==> src/rtl/fetch_pkg.sv <==
// Shared state codes, PCMUX selects and counter sizing for the LC-3 fetch sequencer.
package fetch_pkg;

    typedef enum logic [2:0] {
        ST_IDLE   = 3'd0,
        ST_FETCH1 = 3'd1,
        ST_FETCH2 = 3'd2,
        ST_FETCH3 = 3'd3,
        ST_EXEC   = 3'd4,
        ST_REDIR  = 3'd5,
        ST_ERR    = 3'd7
    } fetch_state_t;

    localparam logic [1:0] PCMUX_INC  = 2'b00;
    localparam logic [1:0] PCMUX_BUS  = 2'b01;
    localparam logic [1:0] PCMUX_ADDR = 2'b10;

    // Wait counter width; a zero timeout still needs a one-bit register.
    function automatic int cnt_width(input int timeout);
        return (timeout > 0) ? $clog2(timeout + 1) : 1;
    endfunction

endpackage

==> src/rtl/mem_wait_timer.sv <==
// Counts memory-wait cycles and flags the last allowed one; TIMEOUT of 0 never expires.
module mem_wait_timer
    import fetch_pkg::*;
#(
    parameter int TIMEOUT = 15
) (
    input  logic clk,
    input  logic rst_n,
    input  logic clear,
    input  logic enable,
    output logic expired
);

    localparam int CW = cnt_width(TIMEOUT);
    localparam logic [CW-1:0] CNT_MAX  = '1;
    localparam logic [CW-1:0] CNT_LAST = CW'((TIMEOUT > 0) ? TIMEOUT - 1 : 0);

    logic [CW-1:0] wait_cnt;

    // Saturating counter so a stuck memory can never wrap back under the limit.
    always_ff @(posedge clk or negedge rst_n) begin
        if (!rst_n) begin
            wait_cnt <= '0;
        end else if (clear) begin
            wait_cnt <= '0;
        end else if (enable && (wait_cnt != CNT_MAX)) begin
            wait_cnt <= wait_cnt + CW'(1);
        end
    end

    assign expired = (TIMEOUT != 0) && enable && (wait_cnt == CNT_LAST);

endmodule

==> src/rtl/fetch_sequencer.sv <==
// LC-3 instruction-fetch control FSM: PC/MAR/MDR/IR strobes, execute handshake,
// PC redirects and halting at instruction boundaries.
module fetch_sequencer
    import fetch_pkg::*;
#(
    parameter int TIMEOUT = 15
) (
    input  logic       Clk,
    input  logic       Reset_n,
    input  logic       Run,
    input  logic       Halt,
    input  logic       Mem_Ready,
    input  logic       Exec_Done,
    input  logic       Redirect,
    input  logic       Redirect_Src,
    output logic       GatePC,
    output logic       LD_MAR,
    output logic       LD_PC,
    output logic [1:0] PCMUX,
    output logic       Mem_OE,
    output logic       LD_MDR,
    output logic       LD_IR,
    output logic       IR_Valid,
    output logic       Fetch_Err,
    output logic [2:0] State_Dbg
);

    fetch_state_t state;
    fetch_state_t next_state;
    logic         halt_pending;
    logic         latched_src;
    logic         timer_expired;

    mem_wait_timer #(.TIMEOUT(TIMEOUT)) u_timer (
        .clk     (Clk),
        .rst_n   (Reset_n),
        .clear   (state == ST_FETCH1),
        .enable  (state == ST_FETCH2),
        .expired (timer_expired)
    );

    always_comb begin
        next_state = state;
        case (state)
            ST_IDLE:   if (Run && !halt_pending && !Halt) next_state = ST_FETCH1;
            ST_FETCH1: next_state = ST_FETCH2;
            ST_FETCH2: begin
                if (Mem_Ready)          next_state = ST_FETCH3;
                else if (timer_expired) next_state = ST_ERR;
            end
            ST_FETCH3: next_state = ST_EXEC;
            ST_EXEC: begin
                if (Exec_Done) begin
                    if (Redirect)          next_state = ST_REDIR;
                    else if (halt_pending) next_state = ST_IDLE;
                    else                   next_state = ST_FETCH1;
                end
            end
            ST_REDIR:  next_state = halt_pending ? ST_IDLE : ST_FETCH1;
            ST_ERR:    next_state = ST_ERR;
            default:   next_state = ST_IDLE;
        endcase
    end

    // A fresh Halt wins over the clear so a request arriving on the way into IDLE is kept.
    always_ff @(posedge Clk or negedge Reset_n) begin
        if (!Reset_n) begin
            state        <= ST_IDLE;
            halt_pending <= 1'b0;
            latched_src  <= 1'b0;
        end else begin
            state <= next_state;
            if (Halt)
                halt_pending <= 1'b1;
            else if (next_state == ST_IDLE)
                halt_pending <= 1'b0;
            if ((state == ST_EXEC) && Exec_Done && Redirect)
                latched_src <= Redirect_Src;
        end
    end

    always_comb begin
        GatePC    = 1'b0;
        LD_MAR    = 1'b0;
        LD_PC     = 1'b0;
        PCMUX     = PCMUX_INC;
        Mem_OE    = 1'b0;
        LD_MDR    = 1'b0;
        LD_IR     = 1'b0;
        IR_Valid  = 1'b0;
        Fetch_Err = 1'b0;
        case (state)
            ST_FETCH1: begin
                GatePC = 1'b1;
                LD_MAR = 1'b1;
                LD_PC  = 1'b1;
            end
            ST_FETCH2: begin
                Mem_OE = 1'b1;
                LD_MDR = Mem_Ready;
            end
            ST_FETCH3: LD_IR    = 1'b1;
            ST_EXEC:   IR_Valid = 1'b1;
            ST_REDIR: begin
                LD_PC = 1'b1;
                PCMUX = latched_src ? PCMUX_BUS : PCMUX_ADDR;
            end
            ST_ERR:    Fetch_Err = 1'b1;
            default:   ;
        endcase
    end

    assign State_Dbg = state;

endmodule

==> config.mk <==
export PLATFORM = sky130hd
export DESIGN_NAME = fetch_sequencer
export DESIGN_NICKNAME = d
export VERILOG_FILES = /design/src/rtl/fetch_pkg.sv /design/src/rtl/mem_wait_timer.sv /design/src/rtl/fetch_sequencer.sv
export SDC_FILE = /design/constraint.sdc
export NUM_CORES = 1
export LEC_CHECK = 0
export BUFFER_PORTS_ARGS = -buffer_cell sky130_fd_sc_hd__buf_2
export CAP_MARGIN = 5
export CORE_UTILIZATION = 40
export DETAILED_ROUTE_END_ITERATION = 16
export GPL_TIMING_DRIVEN = 0
export HOLD_SLACK_MARGIN = 0.05
export PLACE_DENSITY = 0.72
export SETUP_SLACK_MARGIN = 0.3
export SLEW_MARGIN = 40
export SYNTH_ARGS = -nofsm -noshare
export SYNTH_HDL_FRONTEND = slang
export SYNTH_SLANG_ARGS = --single-unit
==> constraint.sdc <==
create_clock -name Clk -period 3.7 [get_ports Clk]
set_input_delay 0.185 -clock Clk [delete_from_list [all_inputs] [get_ports Clk]]
set_output_delay 0.185 -clock Clk [all_outputs]
set_load 0.02 [all_outputs]
==> metrics.cfg, run 1 <==
[route]
num_vias = 502
met3_length_um = 28
wire_per_inst_um = 12.6
ant_nets = 0
wl_met2_um = 624
wl_mm = 1.25
dr.pass1.iters = 2
post_drt_via_cell_ratio = 5.07
wl_met1_um = 589
top_layer = met4
drtIter0Drc = 7
drc_errors = 0

[run]
drv_cap = 0

[yosys]
synth.most_common_cell = dfrtp_1
synth_mux_area_frac = 0.0197
syn-instance-count = 59
synth_fa_ha_area_frac = 0.0437
syn_area_per_cell_um2 = 9.71
synth_top_area_share = 0.393
ys_seq_area_frac = 0.393
syn-num-nets = 69
ys_seq_elements = 9
yosys_most_used_dff = dfrtp_1
synth_commonest_cells = dfrtp_1 (9), nand3_1 (7), nor2_1 (5), o21ai_1 (4)
synth_compound_area_frac = 0.100
synth_simple_gate_area_share = 0.325
synth.area.top_cells = dfrtp_1 (39%), nand3_1 (6.1%), ha_1 (4.4%)
synth_edf_count = 0
synth_xor_xnor_area_share = 0.0459
yosysWarningCount = 0
synth_top_family_by_area = simple AND/OR/NAND/NOR gates
synth_largest_area_cell = dfrtp_1
async_reset_ff_frac = 1.00
synth_area_um2 = 573
ys_types = 27

[floorplanning]
rows = 13
coreArea_mm2 = 0.00132
chipHeight_um = 39.9
die_w_um = 39.9
start_util = 0.435
pin_count = 21
die_area_mm2 = 0.00159

[cts]
cts_max_level = 1
clkTransAtPathRegs_ns = 0.06
cts_tree = done
root_buffer = clkbuf_4
clock_latency_ns = 0.25
clock_path_buffers = 2
cts.sinks = 9
cts_setup_buffers = 0
cts_made_buffers = 3
post_cts_resized = 0

[timing]
fin_crit_sh = 0.467
rsz0062_at_grt = no
finalSetupViolCount = 0
post-route-worst-setup-slack_ns = 1.97
finalCriticalPeriod_ns = 1.73
drv_slew = 0
setup_tns_ns = 0
slew-limit-headroom = 0.747
hold_viol_final = 0
fmax_mhz = 578
worst_pin_slew_ns = 0.379
fin_skew_ns = 0.00529

[global_route]
antenna_found_initial = 0
first_global_vias = 430
grt_max_degree = 11
overflow = 0
grt_use_total = 0.184
grt_pass1_wl_mm = 1.83

[pwr]
leakage_nw = 0.401
power.density_mw_per_mm2 = 748
total_power_w = 0.000544
ir_drop_v = 0.000345

[critical_path]
worst_ep_required_time_ns = 3.51
crit_type = reg2out
reg2reg_slack_ns = 2.14
critPathCaptureType = primary output
cp.arrival_ns = 1.54
critPathLaunchType = flip-flop
cp_max_fo = 9

[run_status]
status = complete, no violations

[placed_design]
dpl_worst_slack_ns = 2.17
gp_congestion = 0.746
io_buffers = 20
dp_hpwl_mm = 1.01

[final_layout]
nNetsFinal = 95
final.fill_count = 126
drive_gt1_frac = 0.393
syn2layout_area_growth_pct = 27.1
n_antenna_cell = 0

[hold_path]
hold_path.class = in2reg

[timing repair]
item,4_1_cts,5_1_grt
endpoints found under the hold margin,9,0
hold buffers,1,0
endpoints found under the setup margin,0,0
[routing by layer]
| metal | track usage | vias up |
|---|---|---|
| met5 | 0 | - |
| met4 | 0.103 | 0 |
| met2 | 0.287 | 8 |
| met1 | 0.234 | 238 |
| met3 | 0.0341 | 2 |
| li1 | - | 254 |
[critical path, stage by stage (launching register included)]
cell	delay [ns]
dfrtp_1	0.51
and2b_2	0.29
nand2b_1	0.12
inv_1	0.09
buf_4	0.13
buf_2	0.14
[area by class of cell]
cell class	count	area, µm²	area share
repair buffers	21	110	0.151
inverters	3	11.3	0.0155
plain buffers	3	30.0	0.0412
multi-input cells	44	307	0.421
clock buffers	4	26.3	0.0361
well taps	15	18.8	0.0258
flip-flops and latches	9	225	0.309
[per-stage QoR]
stage | std cells | area, µm² | utilization | hold slack [ns]
4_1_cts | 99 | 728 | 0.553 | 0.181
3_3_place_gp | 94 | 692 | 0.525 | 0.0354
5_1_grt | 99 | 728 | 0.553 | 0.178
2_1_floorplan | 59 | 573 | - | -0.111
6_report | 99 | 728 | 0.553 | 0.181
3_5_place_dp | 94 | 692 | 0.525 | 0.0388
[kinds of logic (layout without fill, tap and decap cells)]
kind of cell / count (synthesis) / count (layout)
AO/OA/AOI/OAI: 8 / 8
XOR/XNOR: 3 / 3
adder cells (fa/ha/maj): 2 / 2
buffers and inverters: 6 / 31
flip-flops: 9 / 9
multiplexers: 1 / 1
AND/OR/NAND/NOR: 30 / 30
[where the power goes]
part	switching [W]	internal [W]
clock	0.0000310	0.0000414
combinational	0.000167	0.000120
sequential	0.0000470	0.000138
[flip-flops by register name, indices dropped and copies added (netlist names)]
signal and count:
u_timer.wait_cnt 4, latched_src 1, State_Dbg 3, halt_pending 1
[cells in the final DEF (no fill, tap or decap), types with 2 or more instances in the layout]
cell type  count
dfrtp_1        9
clkbuf_4       3
buf_6          2
inv_1          3
and2_1         2
xor2_1         2
nand2_1        3
o21ai_1        4
nor2_1         5
nand2b_1       2
ha_1           2
and3_1         2
nand3_1        7
nor3b_1        2
buf_2         20
[worst paths after layout]
kind / startpoint / end / cells past startpoint
worst min-delay path: Redirect_Src / latched_src / 2
min in group asynchronous: Reset_n / u_timer.wait_cnt[3] / 2
worst max register to register: State_Dbg[2] / halt_pending / 5
worst max-delay path: State_Dbg[1] / LD_MAR / 5
worst min register to register: u_timer.wait_cnt[0] / u_timer.wait_cnt[0] / 1
max in group asynchronous: Reset_n / latched_src / 2
Power figures use the tool's default switching activity.
==> run 2, diff against run 1 <==
--- a/config.mk
+++ b/config.mk
@@ -11,7 +11,7 @@
 export DETAILED_ROUTE_END_ITERATION = 16
 export GPL_TIMING_DRIVEN = 0
 export HOLD_SLACK_MARGIN = 0.05
-export PLACE_DENSITY = 0.72
+export PLACE_DENSITY = 0.74
 export SETUP_SLACK_MARGIN = 0.3
 export SLEW_MARGIN = 40
 export SYNTH_ARGS = -nofsm -noshare
==> constraint.sdc (replaced) <==
create_clock -name Clk -period 1.55 [get_ports Clk]
set_input_delay 0.0775 -clock Clk [delete_from_list [all_inputs] [get_ports Clk]]
set_output_delay 0.0775 -clock Clk [all_outputs]
set_load 0.02 [all_outputs]
==> run 2 against run 1 <==
- final cell count up 19%
- final area up 42%
- clock-buffer cell count unchanged
- clock power rose to 2.6 times the previous value
- critical path depth up 1
- via count up 29%
- clock skew down 0.00068 ns
- critical endpoint is now u_timer.wait_cnt[2]
==> metrics.cfg, run 2 (synthesis gave the netlist of run 1 again) <==
[run_status]
status = complete, no violations

[floorplanning]
die_w_um = 39.9
pin_count = 21
coreArea_mm2 = 0.00132
die_area_mm2 = 0.00159
rows = 13
chipHeight_um = 39.9
start_util = 0.435

[timing]
hold_viol_final = 0
rsz0062_at_grt = yes
worst_pin_slew_ns = 0.317
hold_slack_ns = 0.107
drv_slew = 0
finalSetupViolCount = 0
fin_skew_ns = 0.00462
slew-limit-headroom = 0.789
fmax_mhz = 651
setup_tns_ns = 0
fin_crit_sh = 0.991
finalCriticalPeriod_ns = 1.54

[critical_path]
cpLargestDelayFamily = simple AND/OR/NAND/NOR gates
cp_num_buf_inv = 2
critPathLaunchType = flip-flop
cp_max_fo = 6
critical_path.max_stage_delay_ns = 0.41
crit_slowest_cell = dfrtp_2
cp.arrival_ns = 1.73
crit_type = reg2reg
worst_ep_required_time_ns = 1.74
critPathCaptureType = flip-flop
crit_chain = buf_6, nor3b_4, buf_4, nand3_1, xor2_1, nor2_1

[route]
drc_errors = 0
post_drt_via_cell_ratio = 5.48
ant_nets = 0
drtIter0Drc = 31
num_vias = 647
wl_mm = 2.04
wire_per_inst_um = 17.3
dr.pass1.iters = 4

[hold_path]
hold_path.class = in2reg

[cts]
clkTransAtPathRegs_ns = 0.06
cts_tree = done
root_buffer = clkbuf_4
clock_latency_ns = 0.27
cts_made_buffers = 3
cts.sinks = 9
cts_max_level = 1
clock_path_buffers = 2

[final_layout]
nNetsFinal = 114
layout_commonest_cell = buf_6
final_area_mm2 = 0.00104
syn2layout_area_growth_pct = 81.0
drive_gt1_frac = 0.650
top_register = u_timer.wait_cnt
n_antenna_cell = 0
final_cell_mix = buf_6 (16), buf_4 (15), buf_2 (10)
largest_register_ffs = 4

[placed_design]
io_buffers = 20
dp_hpwl_um = 852
dpl_cell_area_um2 = 712
gp_congestion = 0.773

[global_route]
first_global_vias = 515
grt_pass1_wl_mm = 2.29
grt_max_degree = 11
overflow = 0
antenna_found_initial = 0
grt_use_total = 0.238

[pwr]
power.internal_w = 0.00114
leakage_nw = 0.524
total_power_w = 0.00194
seqPwrFrac = 0.227
switching_power_w = 0.000798
power.density_mw_per_mm2 = 1870
pwr-share-comb = 0.675
ir_drop_v = 0.000928
swShare = 0.412
p_clk_frac = 0.098

[run]
drv_cap = 0

[run 2: cell types whose count changed in the layout (fill, tap and decap cells not counted), moves of 3 or more]
cell	before	now
buf_2	20	10
dfrtp_1	9	6
dfrtp_2	0	3
buf_6	2	16
buf_4	1	15
[run 2: timing repair]
item	in CTS	in global routing
pin swaps	10	14
setup buffers	14	4
endpoints found under the setup margin	17	19
hold endpoints to repair	10	0
hold buffers	2	0
resized for setup	24	17
gates cloned	0	0
[run 2: power groups by stage]
stage / clock [W] / combinational (W) / sequential (W)
final: 0.000190 / 0.00131 / 0.000440
after floorplan: 0 / 0.000491 / 0.000465
after global routing: 0.000206 / 0.00139 / 0.000447
after detailed placement: 0 / 0.000687 / 0.000449
after global placement: 0 / 0.000681 / 0.000443
after CTS: 0.000192 / 0.00108 / 0.000424
[run 2: through the flow]
step | instances | setup slack, ns | util
after floorplan | 59 | 0.0268 | -
after global placement | 94 | 0.0538 | 0.540
after detailed placement | 94 | 0.0333 | 0.540
after CTS | 114 | 0.0890 | 0.719
after global routing | 118 | -0.0682 | 0.787
final | 118 | 0.0146 | 0.787
[run 2: metal layers]
layer / GRT usage / wire length, µm / up-vias / share of wire
met3: 0.0682 / 122 / 4 / 0.060
met2: 0.393 / 1010 / 32 / 0.50
met4: 0.155 / 33 / 0 / 0.016
met1: 0.260 / 872 / 315 / 0.43
li1: - / - / 296 / -
met5: 0 / 0 / - / 0
[run 2: cell type report]
class	instances	area [µm²]
sequential	9	229
clock buffer	4	26.3
timing repair buffer	40	329
inverter	3	13.8
multi-input combinational	44	387
fill	69	280
buffer	3	33.8
tap	15	18.8
[run 2: path summary, 6_finish.rpt]
path	start	endpoint	slack, ns	cells after the start
setup reg to reg	State_Dbg[2]	u_timer.wait_cnt[2]	0.01	6
max in group asynchronous	Reset_n	State_Dbg[1]	1.16	2
min in group asynchronous	Reset_n	u_timer.wait_cnt[2]	0.19	2
hold / removal	Halt	halt_pending	0.11	2
hold reg to reg	u_timer.wait_cnt[0]	u_timer.wait_cnt[0]	0.54	1
setup / recovery	State_Dbg[2]	u_timer.wait_cnt[2]	0.01	6
